**src/rtl/gpio_regfile_pkg.sv**
```systemverilog
// Shared opcodes, field positions and read-source encoding for the GPIO command register file.
package gpio_regfile_pkg;

  localparam logic [7:0] OPC_RST    = 8'h01;
  localparam logic [7:0] OPC_LOG    = 8'h03;
  localparam logic [7:0] OPC_RAM_RD = 8'h04;
  localparam logic [7:0] OPC_SNAP   = 8'h05;
  localparam logic [7:0] OPC_CNT_RD = 8'h06;
  localparam logic [7:0] OPC_STS    = 8'h07;

  localparam int STROBE_BIT = 23;

  localparam logic [7:0] REGFILE_VERSION = 8'h02;

  typedef enum logic [1:0] {
    SRC_NONE,
    SRC_RAM,
    SRC_CNT,
    SRC_STS
  } rd_src_e;

endpackage

```
**src/rtl/gpio_regfile_cnt_snapshot.sv**
```systemverilog
// Counter snapshot bank: captures all channels together on i_capture, one cycle to visible.
// Word mux is combinational over the captured bank; out-of-range indices read zero; no backpressure.
module cnt_snapshot
  import gpio_regfile_pkg::*;
#(
  parameter int NBT_GPIOS = 32,
  parameter int NB_CNT    = 64,
  parameter int NUM_CH    = 4
) (
  input  logic                     clk,
  input  logic                     i_reset,
  input  logic [NUM_CH*NB_CNT-1:0] i_cnt_flat,
  input  logic                     i_capture,
  input  logic [7:0]               i_idx,
  output logic [NBT_GPIOS-1:0]     o_word
);

  localparam int W = NB_CNT / NBT_GPIOS;

  logic [NB_CNT-1:0] snap_q [NUM_CH];
  logic [NB_CNT-1:0] snap_d [NUM_CH];

  always_comb begin
    for (int c = 0; c < NUM_CH; c++) begin
      snap_d[c] = snap_q[c];
      if (i_capture) snap_d[c] = i_cnt_flat[c*NB_CNT +: NB_CNT];
    end
  end

  always_ff @(posedge clk or negedge i_reset) begin
    if (!i_reset) begin
      for (int c = 0; c < NUM_CH; c++) snap_q[c] <= '0;
    end else begin
      for (int c = 0; c < NUM_CH; c++) snap_q[c] <= snap_d[c];
    end
  end

  // idx = ch*W + word; anything past the last channel falls through to zero
  always_comb begin
    o_word = '0;
    for (int c = 0; c < NUM_CH; c++) begin
      for (int w = 0; w < W; w++) begin
        if (int'(i_idx) == c*W + w) o_word = snap_q[c][w*NBT_GPIOS +: NBT_GPIOS];
      end
    end
  end

endmodule

```
**src/rtl/gpio_regfile.sv**
```systemverilog
// GPIO command decoder/register file for the DSP; commands accepted on strobe rising edge, readback 1 cycle.
// No backpressure; optional input synchronizer via GPIO_REGFILE_CDC_SYNC_EN adds 3 cycles of acceptance latency.
module gpio_regfile
  import gpio_regfile_pkg::*;
#(
  parameter int NBT_GPIOS  = 32,
  parameter int NB_CNT     = 64,
  parameter int NUM_CH     = 4,
  parameter int NBT_ADRS   = 16,
  parameter int RST_CYCLES = 16
) (
  input  logic                     clk,
  input  logic                     i_reset,
  input  logic [NBT_GPIOS-1:0]     i_gpio_cmd,
  output logic [NBT_GPIOS-1:0]     o_gpio_rdata,
  input  logic [NBT_GPIOS-1:0]     i_ram_rdata,
  input  logic [NUM_CH*NB_CNT-1:0] i_cnt_flat,
  output logic                     o_rst_dsp,
  output logic [2:0]               o_log_sel,
  output logic                     o_log_wr_en,
  output logic                     o_ram_rd_en,
  output logic [NBT_ADRS-1:0]      o_ram_rd_adrs,
  output logic                     o_snap_valid,
  output logic                     o_cmd_ack
);

  localparam int RCW = $clog2(RST_CYCLES + 1);

  logic [NBT_GPIOS-1:0] cmd_w;

`ifdef GPIO_REGFILE_CDC_SYNC_EN
  logic [NBT_GPIOS-1:0] sync1_q, sync1_d, sync2_q, sync2_d, cmd_cap_q, cmd_cap_d;

  // a multi-bit word only moves on once two back-to-back samples agree
  always_comb begin
    sync1_d   = i_gpio_cmd;
    sync2_d   = sync1_q;
    cmd_cap_d = cmd_cap_q;
    if (sync2_q == sync1_q) cmd_cap_d = sync2_q;
  end

  always_ff @(posedge clk or negedge i_reset) begin
    if (!i_reset) begin
      sync1_q   <= '0;
      sync2_q   <= '0;
      cmd_cap_q <= '0;
    end else begin
      sync1_q   <= sync1_d;
      sync2_q   <= sync2_d;
      cmd_cap_q <= cmd_cap_d;
    end
  end

  assign cmd_w = cmd_cap_q;
`else
  assign cmd_w = i_gpio_cmd;
`endif

  logic                 strb_prev_q, strb_prev_d;
  logic                 ack_q, ack_d;
  logic [RCW-1:0]       rst_cnt_q, rst_cnt_d;
  logic [2:0]           log_sel_q, log_sel_d;
  logic                 log_wr_en_q, log_wr_en_d;
  logic [NBT_ADRS-1:0]  ram_adrs_q, ram_adrs_d;
  logic [7:0]           cnt_idx_q, cnt_idx_d;
  rd_src_e              sel_q, sel_d;
  logic                 cont_q, cont_d;
  logic                 snap_valid_q, snap_valid_d;
  logic [NBT_GPIOS-1:0] rdata_q, rdata_d;

  logic                 accept;
  logic [7:0]           opc;
  logic                 capture;
  logic [NBT_GPIOS-1:0] snap_word;
  logic [31:0]          sts32;
  logic [NBT_GPIOS-1:0] sts_word;
  logic                 unused_cmd;

  assign opc        = cmd_w[31:24];
  assign accept     = cmd_w[STROBE_BIT] & ~strb_prev_q;
  assign sts32      = {8'(NUM_CH), 8'(NB_CNT), REGFILE_VERSION, 7'b0, snap_valid_q};
  assign sts_word   = NBT_GPIOS'(sts32);
  assign unused_cmd = ^cmd_w;

  always_comb begin
    strb_prev_d  = cmd_w[STROBE_BIT];
    ack_d        = 1'b0;
    rst_cnt_d    = rst_cnt_q;
    log_sel_d    = log_sel_q;
    log_wr_en_d  = log_wr_en_q;
    ram_adrs_d   = ram_adrs_q;
    cnt_idx_d    = cnt_idx_q;
    sel_d        = sel_q;
    cont_d       = cont_q;
    snap_valid_d = snap_valid_q;
    capture      = cont_q;

    if (rst_cnt_q != '0) rst_cnt_d = rst_cnt_q - RCW'(1);

    if (accept) begin
      case (opc)
        OPC_RST: begin
          ack_d     = 1'b1;
          rst_cnt_d = cmd_w[0] ? RCW'(RST_CYCLES) : '0;
        end
        OPC_LOG: begin
          ack_d       = 1'b1;
          log_sel_d   = cmd_w[2:0];
          log_wr_en_d = cmd_w[3];
        end
        OPC_RAM_RD: begin
          ack_d      = 1'b1;
          ram_adrs_d = cmd_w[NBT_ADRS-1:0];
          if (cmd_w[16])              sel_d = SRC_RAM;
          else if (sel_q == SRC_RAM)  sel_d = SRC_NONE;
        end
        OPC_SNAP: begin
          ack_d  = 1'b1;
          cont_d = cmd_w[1];
          if (cmd_w[0] | cmd_w[1]) begin
            capture      = 1'b1;
            snap_valid_d = 1'b1;
          end else begin
            snap_valid_d = 1'b0;
          end
        end
        OPC_CNT_RD: begin
          ack_d     = 1'b1;
          cnt_idx_d = cmd_w[7:0];
          if (cmd_w[8])               sel_d = SRC_CNT;
          else if (sel_q == SRC_CNT)  sel_d = SRC_NONE;
        end
        OPC_STS: begin
          ack_d = 1'b1;
          if (cmd_w[0])               sel_d = SRC_STS;
          else if (sel_q == SRC_STS)  sel_d = SRC_NONE;
        end
        default: ;
      endcase
    end

    case (sel_q)
      SRC_RAM: rdata_d = i_ram_rdata;
      SRC_CNT: rdata_d = snap_word;
      SRC_STS: rdata_d = sts_word;
      default: rdata_d = '0;
    endcase
  end

  always_ff @(posedge clk or negedge i_reset) begin
    if (!i_reset) begin
      strb_prev_q  <= 1'b1;
      ack_q        <= 1'b0;
      rst_cnt_q    <= '0;
      log_sel_q    <= '0;
      log_wr_en_q  <= 1'b0;
      ram_adrs_q   <= '0;
      cnt_idx_q    <= '0;
      sel_q        <= SRC_NONE;
      cont_q       <= 1'b0;
      snap_valid_q <= 1'b0;
      rdata_q      <= '0;
    end else begin
      strb_prev_q  <= strb_prev_d;
      ack_q        <= ack_d;
      rst_cnt_q    <= rst_cnt_d;
      log_sel_q    <= log_sel_d;
      log_wr_en_q  <= log_wr_en_d;
      ram_adrs_q   <= ram_adrs_d;
      cnt_idx_q    <= cnt_idx_d;
      sel_q        <= sel_d;
      cont_q       <= cont_d;
      snap_valid_q <= snap_valid_d;
      rdata_q      <= rdata_d;
    end
  end

  cnt_snapshot #(
    .NBT_GPIOS (NBT_GPIOS),
    .NB_CNT    (NB_CNT),
    .NUM_CH    (NUM_CH)
  ) u_snap (
    .clk        (clk),
    .i_reset    (i_reset),
    .i_cnt_flat (i_cnt_flat),
    .i_capture  (capture),
    .i_idx      (cnt_idx_q),
    .o_word     (snap_word)
  );

  assign o_gpio_rdata  = rdata_q;
  assign o_rst_dsp     = (rst_cnt_q != '0);
  assign o_log_sel     = log_sel_q;
  assign o_log_wr_en   = log_wr_en_q;
  assign o_ram_rd_en   = (sel_q == SRC_RAM);
  assign o_ram_rd_adrs = ram_adrs_q;
  assign o_snap_valid  = snap_valid_q;
  assign o_cmd_ack     = ack_q;

endmodule

```
**config.mk**
```make
export PLATFORM = sky130hd
export DESIGN_NAME = gpio_regfile
export DESIGN_NICKNAME = d
export VERILOG_FILES = /design/src/rtl/gpio_regfile_pkg.sv /design/src/rtl/gpio_regfile_cnt_snapshot.sv /design/src/rtl/gpio_regfile.sv
export SDC_FILE = /design/constraint.sdc
export NUM_CORES = 1
export LEC_CHECK = 0
export ABC_AREA = 1
export BUFFER_PORTS_ARGS = -buffer_cell sky130_fd_sc_hd__buf_2
export CAP_MARGIN = 5
export CORE_MARGIN = 2
export CORE_UTILIZATION = 40
export DETAILED_ROUTE_END_ITERATION = 7
export PLACE_DENSITY_LB_ADDON = 0.15
export SLEW_MARGIN = 20
export SYNTH_ARGS = -nofsm -noshare
export SYNTH_HDL_FRONTEND = slang
export SYNTH_SLANG_ARGS = --single-unit
```
**constraint.sdc**
```tcl
create_clock -name clk -period 1.59 [get_ports clk]
set_input_delay 0.159 -clock clk [delete_from_list [all_inputs] [get_ports clk]]
set_output_delay 0.159 -clock clk [all_outputs]
set_load 0.02 [all_outputs]
```
# Word-level counts from Yosys, hierarchy flattened
# Index checks and enable logic that the tools add are counted.
# totals
regBits,327
elab_cells,73
output_inout_bits,56
# op_classes
n_reduce_logical,9
muxes,26
bitwise_logic,3
addsub,1
n_eq_ne,19
# op_table
op,count
$mux 32,8
$pmux 32 s3,1
$eq 8x3->1 const B,6
$eq 8x4->1 const B,4
$mux 5,4
$eq 8x2->1 const B,2
$mux 2,6
$ne 3x3->1 const B,3
$eq 8x1->1 const B,1
$logic_not 8->1,1
$reduce_and 2->1,4
$mux 1,6
$pmux 2 s3,1
$reduce_or 6->1,1
$reduce_and 5->1,1
$reduce_bool 5->1,1
$sub 5x1->5 const B,1
$eq 2x2->1 const B,2
$reduce_bool 3->1,1
$eq 2x1->1 const B,1
$and 1x1->1,1
$not 1->1,1
$or 1x1->1,1

# Logic depth before layout (Yosys ltp)
# Gate-level depths: netlist of run 1.
# logic_depth
ltp_word,10
mapped_depth,12
ltp_nobuf,11

# Cells and area by module
# From an unflattened synthesis of run 1, not the netlist that was laid out.
# hier_totals
cells_unflattened,1331
hier_area_um2,14546.5
# modules_own_cells
module,area_each_um2,cells_each,n_inst,seq_area_each_um2
cnt_snapshot,11506.0,1039,1,6406.1
gpio_regfile,3040.4,292,1,1778.0

# Least setup slack after synthesis of run 1
# Ideal clock, no wire load.
# synth_path
path_kind,flip-flop to flip-flop
start,reg strb_prev_q
end,reg u_snap.snap_q[0] (netlist bit)
synth_period_minus_slack_ns,1.683
arrival_ns,1.558
setup_time_ns,0.125
path_stages_with_launch,9
path_buffers,2
t_required_ns,1.465
setup_slack_ns,-0.093
cell_sequence,dfstp_2 nor2_4 inv_1 nor2_2 o211ai_4 nand2_4 buf_12 buf_12 mux2_4
# synth_via
elab_chain_len,3
# synth_lines
element,line_no,source
from (decl),gpio_regfile.sv:59,"logic strb_prev_q, strb_prev_d;"
from (signal assigned),gpio_regfile.sv:164,strb_prev_q <= strb_prev_d;
$not 1->1,gpio_regfile.sv:80,assign accept = cmd_w[STROBE_BIT] & ~strb_prev_q;
$and 1x1->1,gpio_regfile.sv:80,
$mux 1,gpio_regfile.sv:100,if (accept) begin
to (decl),gpio_regfile_cnt_snapshot.sv:20,logic [NB_CNT-1:0] snap_q [NUM_CH];
# No other way between the ends.
# A chain may end at the register's enable or synchronous reset.

# Worst setup path after layout of run 1
# layout_path
start,reg cnt_idx_q[4]
end,reg rdata_q[13] (netlist: o_gpio_rdata[13])
# layout_via
elab_chain_len,10
# layout_lines
element,line_no,source
from (decl),gpio_regfile.sv:65,"logic [7:0] cnt_idx_q, cnt_idx_d;"
from (signal assigned),gpio_regfile.sv:170,cnt_idx_q <= cnt_idx_d;
$logic_not 8->1,gpio_regfile_cnt_snapshot.sv:43,if (int'(i_idx) == c*W + w) o_word = snap_q[c][w*NBT_GPIOS +: NBT_GPIOS];
$mux 32 (7 in series),gpio_regfile_cnt_snapshot.sv:43,
$mux 32 (*),gpio_regfile_cnt_snapshot.sv:43,
$pmux 32 s3 (*),gpio_regfile.sv:142,case (sel_q)
named net rdata_d[13],gpio_regfile.sv:69,"logic [NBT_GPIOS-1:0] rdata_q, rdata_d;"
to (signal assigned),gpio_regfile.sv:174,rdata_q <= rdata_d;
to (decl),gpio_regfile.sv:69,
# The timed path passes the listed nets; every way through them passes the cells marked *.

==> results of run 1 <==
-- power breakdown --
group / switching [W] / leakage (nW) / internal, W
Combinational: 0.00328 / 7.71 / 0.00450
Sequential: 0.00135 / 3.99 / 0.0106
Clock: 0.00363 / 0.646 / 0.00566
-- path summary, 6_finish.rpt --
path / startpoint / endpoint / slack (ns) / depth (start not counted)
worst min register to register: o_ram_rd_adrs[0] / o_ram_rd_adrs[0] / 0.49 / 2
worst max-delay path: cnt_idx_q[4] / o_gpio_rdata[13] / -0.28 / 13
worst min-delay path: i_gpio_cmd[0] / o_snap_valid / -0.002 / 3
max in group asynchronous: i_reset / u_snap.snap_q[47] / 0.68 / 3
worst max register to register: cnt_idx_q[4] / o_gpio_rdata[13] / -0.28 / 13
min in group asynchronous: i_reset / u_snap.snap_q[208] / 0.11 / 2
-- area by class of cell --
type                            count  area, um2
Fill cell                        2665      11570
Clock buffer                       60       1197
Multi-Input combinational cell    913       6947
Tap cell                          468      585.6
Clock inverter                      9      125.1
Sequential cell                   327       8187
Inverter                          105      397.9
Antenna cell                        5      12.51
Timing Repair Buffer              869       7759
-- through the flow --
step	power (W)	TNS (ns)	util [%]	worst slack (ns)	hold WS, ns
global route	0.03022	-59.65	68.52	-0.3966	0.004447
detailed placement	0.01707	-35.44	48.77	-0.2958	0.08396
global placement	0.01692	-31.52	48.77	-0.3028	0.08158
CTS	0.02777	-45.04	63.69	-0.2467	0.01539
finish	0.02903	-46.37	68.53	-0.2837	-0.001758
floorplan	0.01486	0	-	0.007929	-0.1366
-- flip-flops by register name, summed over array words and instances (netlist names) --
register       cells
u_snap.snap_q    256
o_gpio_rdata      32
o_ram_rd_adrs     16
cnt_idx_q          8
rst_cnt_q          5
o_log_sel          3
sel_q              2
cont_q             1
o_cmd_ack          1
o_log_wr_en        1
o_snap_valid       1
strb_prev_q        1
-- kinds of logic after synthesis --
logic type	Yosys count	share of synthesized area (%)
buf+inv	183	6.762
flops	327	54.60
mux	200	17.53
xor+xnor	2	0.1169
simple gates	569	16.18
compound gates	136	4.725
fa+ha+maj	1	0.08347
-- worst max-delay path, cell delays in order (launching register included) --
cell and delay (ns):
dfrtp_1 0.38, nor2_2 0.12, nand2_2 0.07, buf_6 0.13, nor2_4 0.18, buf_6 0.14, buf_6 0.11, clkbuf_16 0.15
nand3_2 0.07, nand3_2 0.09, nor2_2 0.06, nand4_1 0.14, nand3_1 0.10, nand2_1 0.08
-- cells in the final DEF (no fill, tap or decap), types with 33 or more instances in the layout --
master / Yosys / final
a21oi_1: 37 / 37
buf_12: 12 / 41
buf_2: 33 / 368
buf_4: 6 / 78
clkbuf_16: 0 / 64
dfrtp_1: 326 / 324
dlygate4sd3_1: 0 / 308
inv_1: 104 / 97
mux2_4: 100 / 189
nand2_1: 312 / 256
nand3_1: 128 / 88
nand3_2: 0 / 39
nor2_1: 82 / 52
o21ai_0: 94 / 33
o21ai_1: 0 / 35
-- routing by layer --
metal	vias to the layer above	global-route usage, %
met5	-	0
met4	0	11.25
met3	132	4.115
met2	620	47.46
li1	6406	-
met1	7031	33.72
-- what timing repair did --
action	in CTS	in global routing
pin swaps	6	38
hold endpoints to repair	619	0
hold buffers	308	0
buffers inserted	28	37
setup endpoints to repair	262	292
resized for setup	138	288
cloned	14	32
==> results_dict.tcl, run 1 <==
set metrics [dict create \
    status "finished, violations left" \
    violations "negative hold slack, negative setup slack" \
    synth_top_area_share_pct 54.43 \
    async_flop_share_pct 100.0 \
    cts_root_buffer "clkbuf_16" \
    startpoint_type "register" \
    synth_most_common_cell "dfrtp_1" \
    routed.top_layer "met4" \
    place.gp.congestion 0.8996 \
    initial_utilization_pct 40.74 \
    p_leak_nw 12.34 \
    critPathKind "register to register" \
    die_h_um 197.6 \
    slew_violations 0 \
    synth_flop_cell "dfrtp_1" \
    clock_sinks 327 \
    worst_slew_pin_slew_ns 0.6220 \
    tritoncts "done" \
    nNetsFinal 2578 \
    dp_hpwl_um 34690 \
    synth_top_cell_by_area "dfrtp_1" \
    antenna_found_initial 4 \
    die_area_um2 39030 \
    cts_made_buffers 39 \
    setup_ws_ns -0.2837 \
    critical_path_arrival_ns 2.35 \
    ys_seq_area_share_pct 54.60 \
    cap_violations 0 \
    wl_per_cell_um 21.34 \
    postLayoutCellArea_um2 25210 \
    layout-drive-gt1-share_pct 43.85 \
    track_usage_pct 27.21 \
    rsz0062_at_grt "true" \
    cts.htree.levels 2 \
    slew_headroom_pct 58.09 \
    core_um2 36790 \
    placed_area_um2 17940 \
    grt_max_degree 65 \
    numPlacedInstances 2270 \
    fin_cells 2756 \
    gr-total-overflow 0 \
    met1_length_um 23930 \
    power_density_nw_per_um2 1152 \
    syn_area_per_cell_um2 10.57 \
    ys_ff_latch 327 \
    yosysUniqueCellTypes 33 \
    dr.pass1.iters 5 \
    netlist_area_um2 14990 \
    syn-num-nets 1741 \
    io_pins 378 \
    clock.fmax_ghz 0.5337 \
    insertion_delay_ns 0.54 \
    ant_nets 0 \
    row_count 70 \
    peakVddDrop_v 0.0009287 \
    hp-class "primary input to register" \
    yosysWarnings 0 \
    met2_length_um 29400 \
    clk_path_buf_depth 3 \
    areaGrowthSynthToFinish_pct 68.20 \
    synth_enable_flop_cells 0 \
    synth.area.top_cells "dfrtp_1, mux2_4, nand2_1" \
    grt_pass1_vias 14140 \
    ys_top_cells_by_count "dfrtp_1, nand2_1, nand3_1" \
    met3_length_um 3372 \
    drc 0 \
    vias_per_cell 5.148 \
    synth_cells 1418 \
    die_width_um 197.6 \
    grt_pass1_wl_um 80810 \
    whs_ns -0.001758 \
    fin_crit_ns 1.874 \
    setup_viol 276 \
    drt_iter0_drc 1125 \
    hold_violations 1 \
    path_max_fanout 8 \
    period_share_pct 117.8 \
    clkTransAtPathRegs_ns 0.06 \
    wirelength_um 58810 \
    io_buffers 371 \
    via_count 14190 \
    cp-end-kind "register" \
    skew_ns 0.01598 \
    required_ns 2.07 \
]
No activity file was read; power rests on OpenSTA's default activity.
==> run 2, diff against run 1 <==
--- a/config.mk
+++ b/config.mk
@@ -12,6 +12,7 @@
 export CORE_UTILIZATION = 40
 export DETAILED_ROUTE_END_ITERATION = 7
 export PLACE_DENSITY_LB_ADDON = 0.15
+export RECOVER_POWER = 100
 export SLEW_MARGIN = 20
 export SYNTH_ARGS = -nofsm -noshare
 export SYNTH_HDL_FRONTEND = slang
==> run 2 against run 1 <==
Effect of this change: the flow still finishes with violations (negative hold slack, negative setup slack); wire length shrank 0.35%; sequential power about the same; largest cell class unchanged; first-iteration DRC count is 10% lower; final cell count is the same; critical endpoint unchanged; clock power is essentially flat; highest routed layer unchanged; combinational power is essentially flat; hold slack got worse by 0.00096 ns; core utilization shrank 0.31 points; total power is 0.13% lower; sequential share of layout area increased by 0.14 points; global-route usage stayed put; count of clock-buffer cells in the layout is the same.
==> results_dict.tcl, run 2 (same netlist as run 1, synthesis figures left out) <==
set metrics [dict create \
    status "finished, violations left" \
    violations "negative hold slack, negative setup slack" \
    areaGrowthSynthToFinish_pct 67.45 \
    slew_violations 0 \
    die_area_um2 39030 \
    grt_max_degree 65 \
    final_cell_mix "dfrtp_1, buf_2, dlygate4sd3_1" \
    clk_path_buf_depth 3 \
    regMostFlops "u_snap.snap_q" \
    tritoncts "done" \
    layout_commonest_cell "dfrtp_1" \
    numPlacedInstances 2270 \
    insertion_delay_ns 0.55 \
    clkTransAtPathRegs_ns 0.06 \
    grt_pass1_wl_um 80810 \
    cap_violations 0 \
    rsz0062_at_grt "true" \
    cts_root_buffer "clkbuf_16" \
    required_ns 2.07 \
    io_buffers 371 \
    finalPower_w 0.02899 \
    wl_per_cell_um 21.26 \
    antenna_found_initial 4 \
    ant_nets 0 \
    gr-max-usage-layer "met2" \
    path_max_fanout 8 \
    setup_ws_ns -0.2724 \
    period_share_pct 117.1 \
    setup_viol 287 \
    critical_path_arrival_ns 2.34 \
    hold_violations 1 \
    skew_ns 0.01713 \
    slew_headroom_pct 12.08 \
    die_width_um 197.6 \
    grt_pass1_vias 14140 \
    largest_reg_flops 256 \
    fin_crit_ns 1.862 \
    critPathKind "register to register" \
    layout-drive-gt1-share_pct 41.35 \
    clock_sinks 327 \
    drc 0 \
    gr-total-overflow 0 \
    dp_hpwl_um 34690 \
    row_count 70 \
    startpoint_type "register" \
    regArea_um2 8185 \
    track_usage_pct 27.21 \
    via_count 14150 \
    core_um2 36790 \
    reg2reg_slack_ns -0.27 \
    die_h_um 197.6 \
    initial_utilization_pct 40.74 \
    cp-end-kind "register" \
    wirelength_um 58610 \
    worst_slew_pin_slew_ns 1.319 \
    p_leak_nw 12.08 \
    drt_iter0_drc 1012 \
    fin_cells 2756 \
    grtUsageMet2_pct 47.46 \
    dr.pass1.iters 5 \
    clock.fmax_ghz 0.5370 \
    nNetsFinal 2578 \
    place.gp.congestion 0.8996 \
    vias_per_cell 5.136 \
    nFillCells 2705 \
    cts_made_buffers 39 \
    multi_input_area_um2 6947 \
    hp-class "primary input to register" \
    cts.htree.levels 2 \
    peakVddDrop_v 0.0009283 \
    whs_ns -0.002716 \
    gr-usage-met1_pct 33.72 \
    use_met3_pct 4.115 \
    io_pins 378 \
    power_density_nw_per_um2 1155 \
]
-- run 2: changes by cell type in the layout (fill, tap and decap cells not counted), sizes merged --
cell | previous run | this run
buf | 537 | 475
clkbuf | 83 | 145
-- run 2: worst paths after layout --
kind,startpoint,to,depth (start not counted)
max,cnt_idx_q[4],o_gpio_rdata[13],13
min,i_gpio_cmd[0],o_snap_valid,3
max in group asynchronous,i_reset,u_snap.snap_q[47],3
max reg2reg,cnt_idx_q[4],o_gpio_rdata[13],13
min reg2reg,o_ram_rd_adrs[1],o_ram_rd_adrs[1],2
min in group asynchronous,i_reset,u_snap.snap_q[208],2
-- run 2: cell type report --
| class | instances | area share (%) |
|---|---|---|
| Sequential cell | 327 | 32.61 |
| Timing Repair Buffer | 869 | 30.47 |
| Multi-Input combinational cell | 913 | 27.68 |
| Clock buffer | 60 | 4.771 |
| Tap cell | 468 | 2.333 |
| Inverter | 105 | 1.585 |
| Clock inverter | 9 | 0.4985 |
| Antenna cell | 5 | 0.04985 |
-- run 2: where the power goes --
| part | internal, W | switching, W |
|---|---|---|
| logic | 0.00448 | 0.00327 |
| registers | 0.0106 | 0.00135 |
| clock network | 0.00566 | 0.00362 |
| total | 0.0207 | 0.00825 |
-- run 2: stage by stage --
| stage | worst slack (ns) | util (%) | cell area [um2] | setup TNS (ns) | hold slack, ns |
|---|---|---|---|---|---|
| after floorplan | 0.007929 | - | 14990 | 0 | -0.1366 |
| after detailed placement | -0.2958 | 48.77 | 17940 | -35.44 | 0.08396 |
| after global placement | -0.3028 | 48.77 | 17940 | -31.52 | 0.08158 |
| after CTS | -0.2467 | 63.69 | 23430 | -45.04 | 0.01539 |
| final | -0.2724 | 68.23 | 25100 | -49.48 | -0.002716 |
| after global routing | -0.3966 | 68.21 | 25090 | -75.19 | 0.004447 |
-- run 2: layer usage --
metal	share of wire, %	up-vias	wire (um)
met5	0	-	0
met4	3.7	0	2141
met3	5.9	134	3473
met2	50	628	29440
met1	40	6987	23550
li1	-	6405	-
-- run 2: worst max-delay path: stages (launching register included) --
cell       delay (ns)
dfrtp_1          0.38
nor2_2           0.12
nand2_2          0.07
buf_6            0.13
nor2_4           0.18
buf_6            0.14
buf_6            0.11
clkbuf_16        0.16
nand3_2          0.07
nand3_2          0.09
nor2_2           0.05
nand4_1          0.14
nand3_1          0.10
nand2_1          0.08
-- run 2: timing repair --
| item | CTS | global route |
|---|---|---|
| setup endpoints to repair | 262 | 292 |
| hold buffers | 308 | 0 |
| pin swaps | 6 | 38 |
| setup buffers | 28 | 37 |
| endpoints found under the hold margin | 619 | 0 |
| cloned | 14 | 32 |
| gates resized for setup | 138 | 288 |
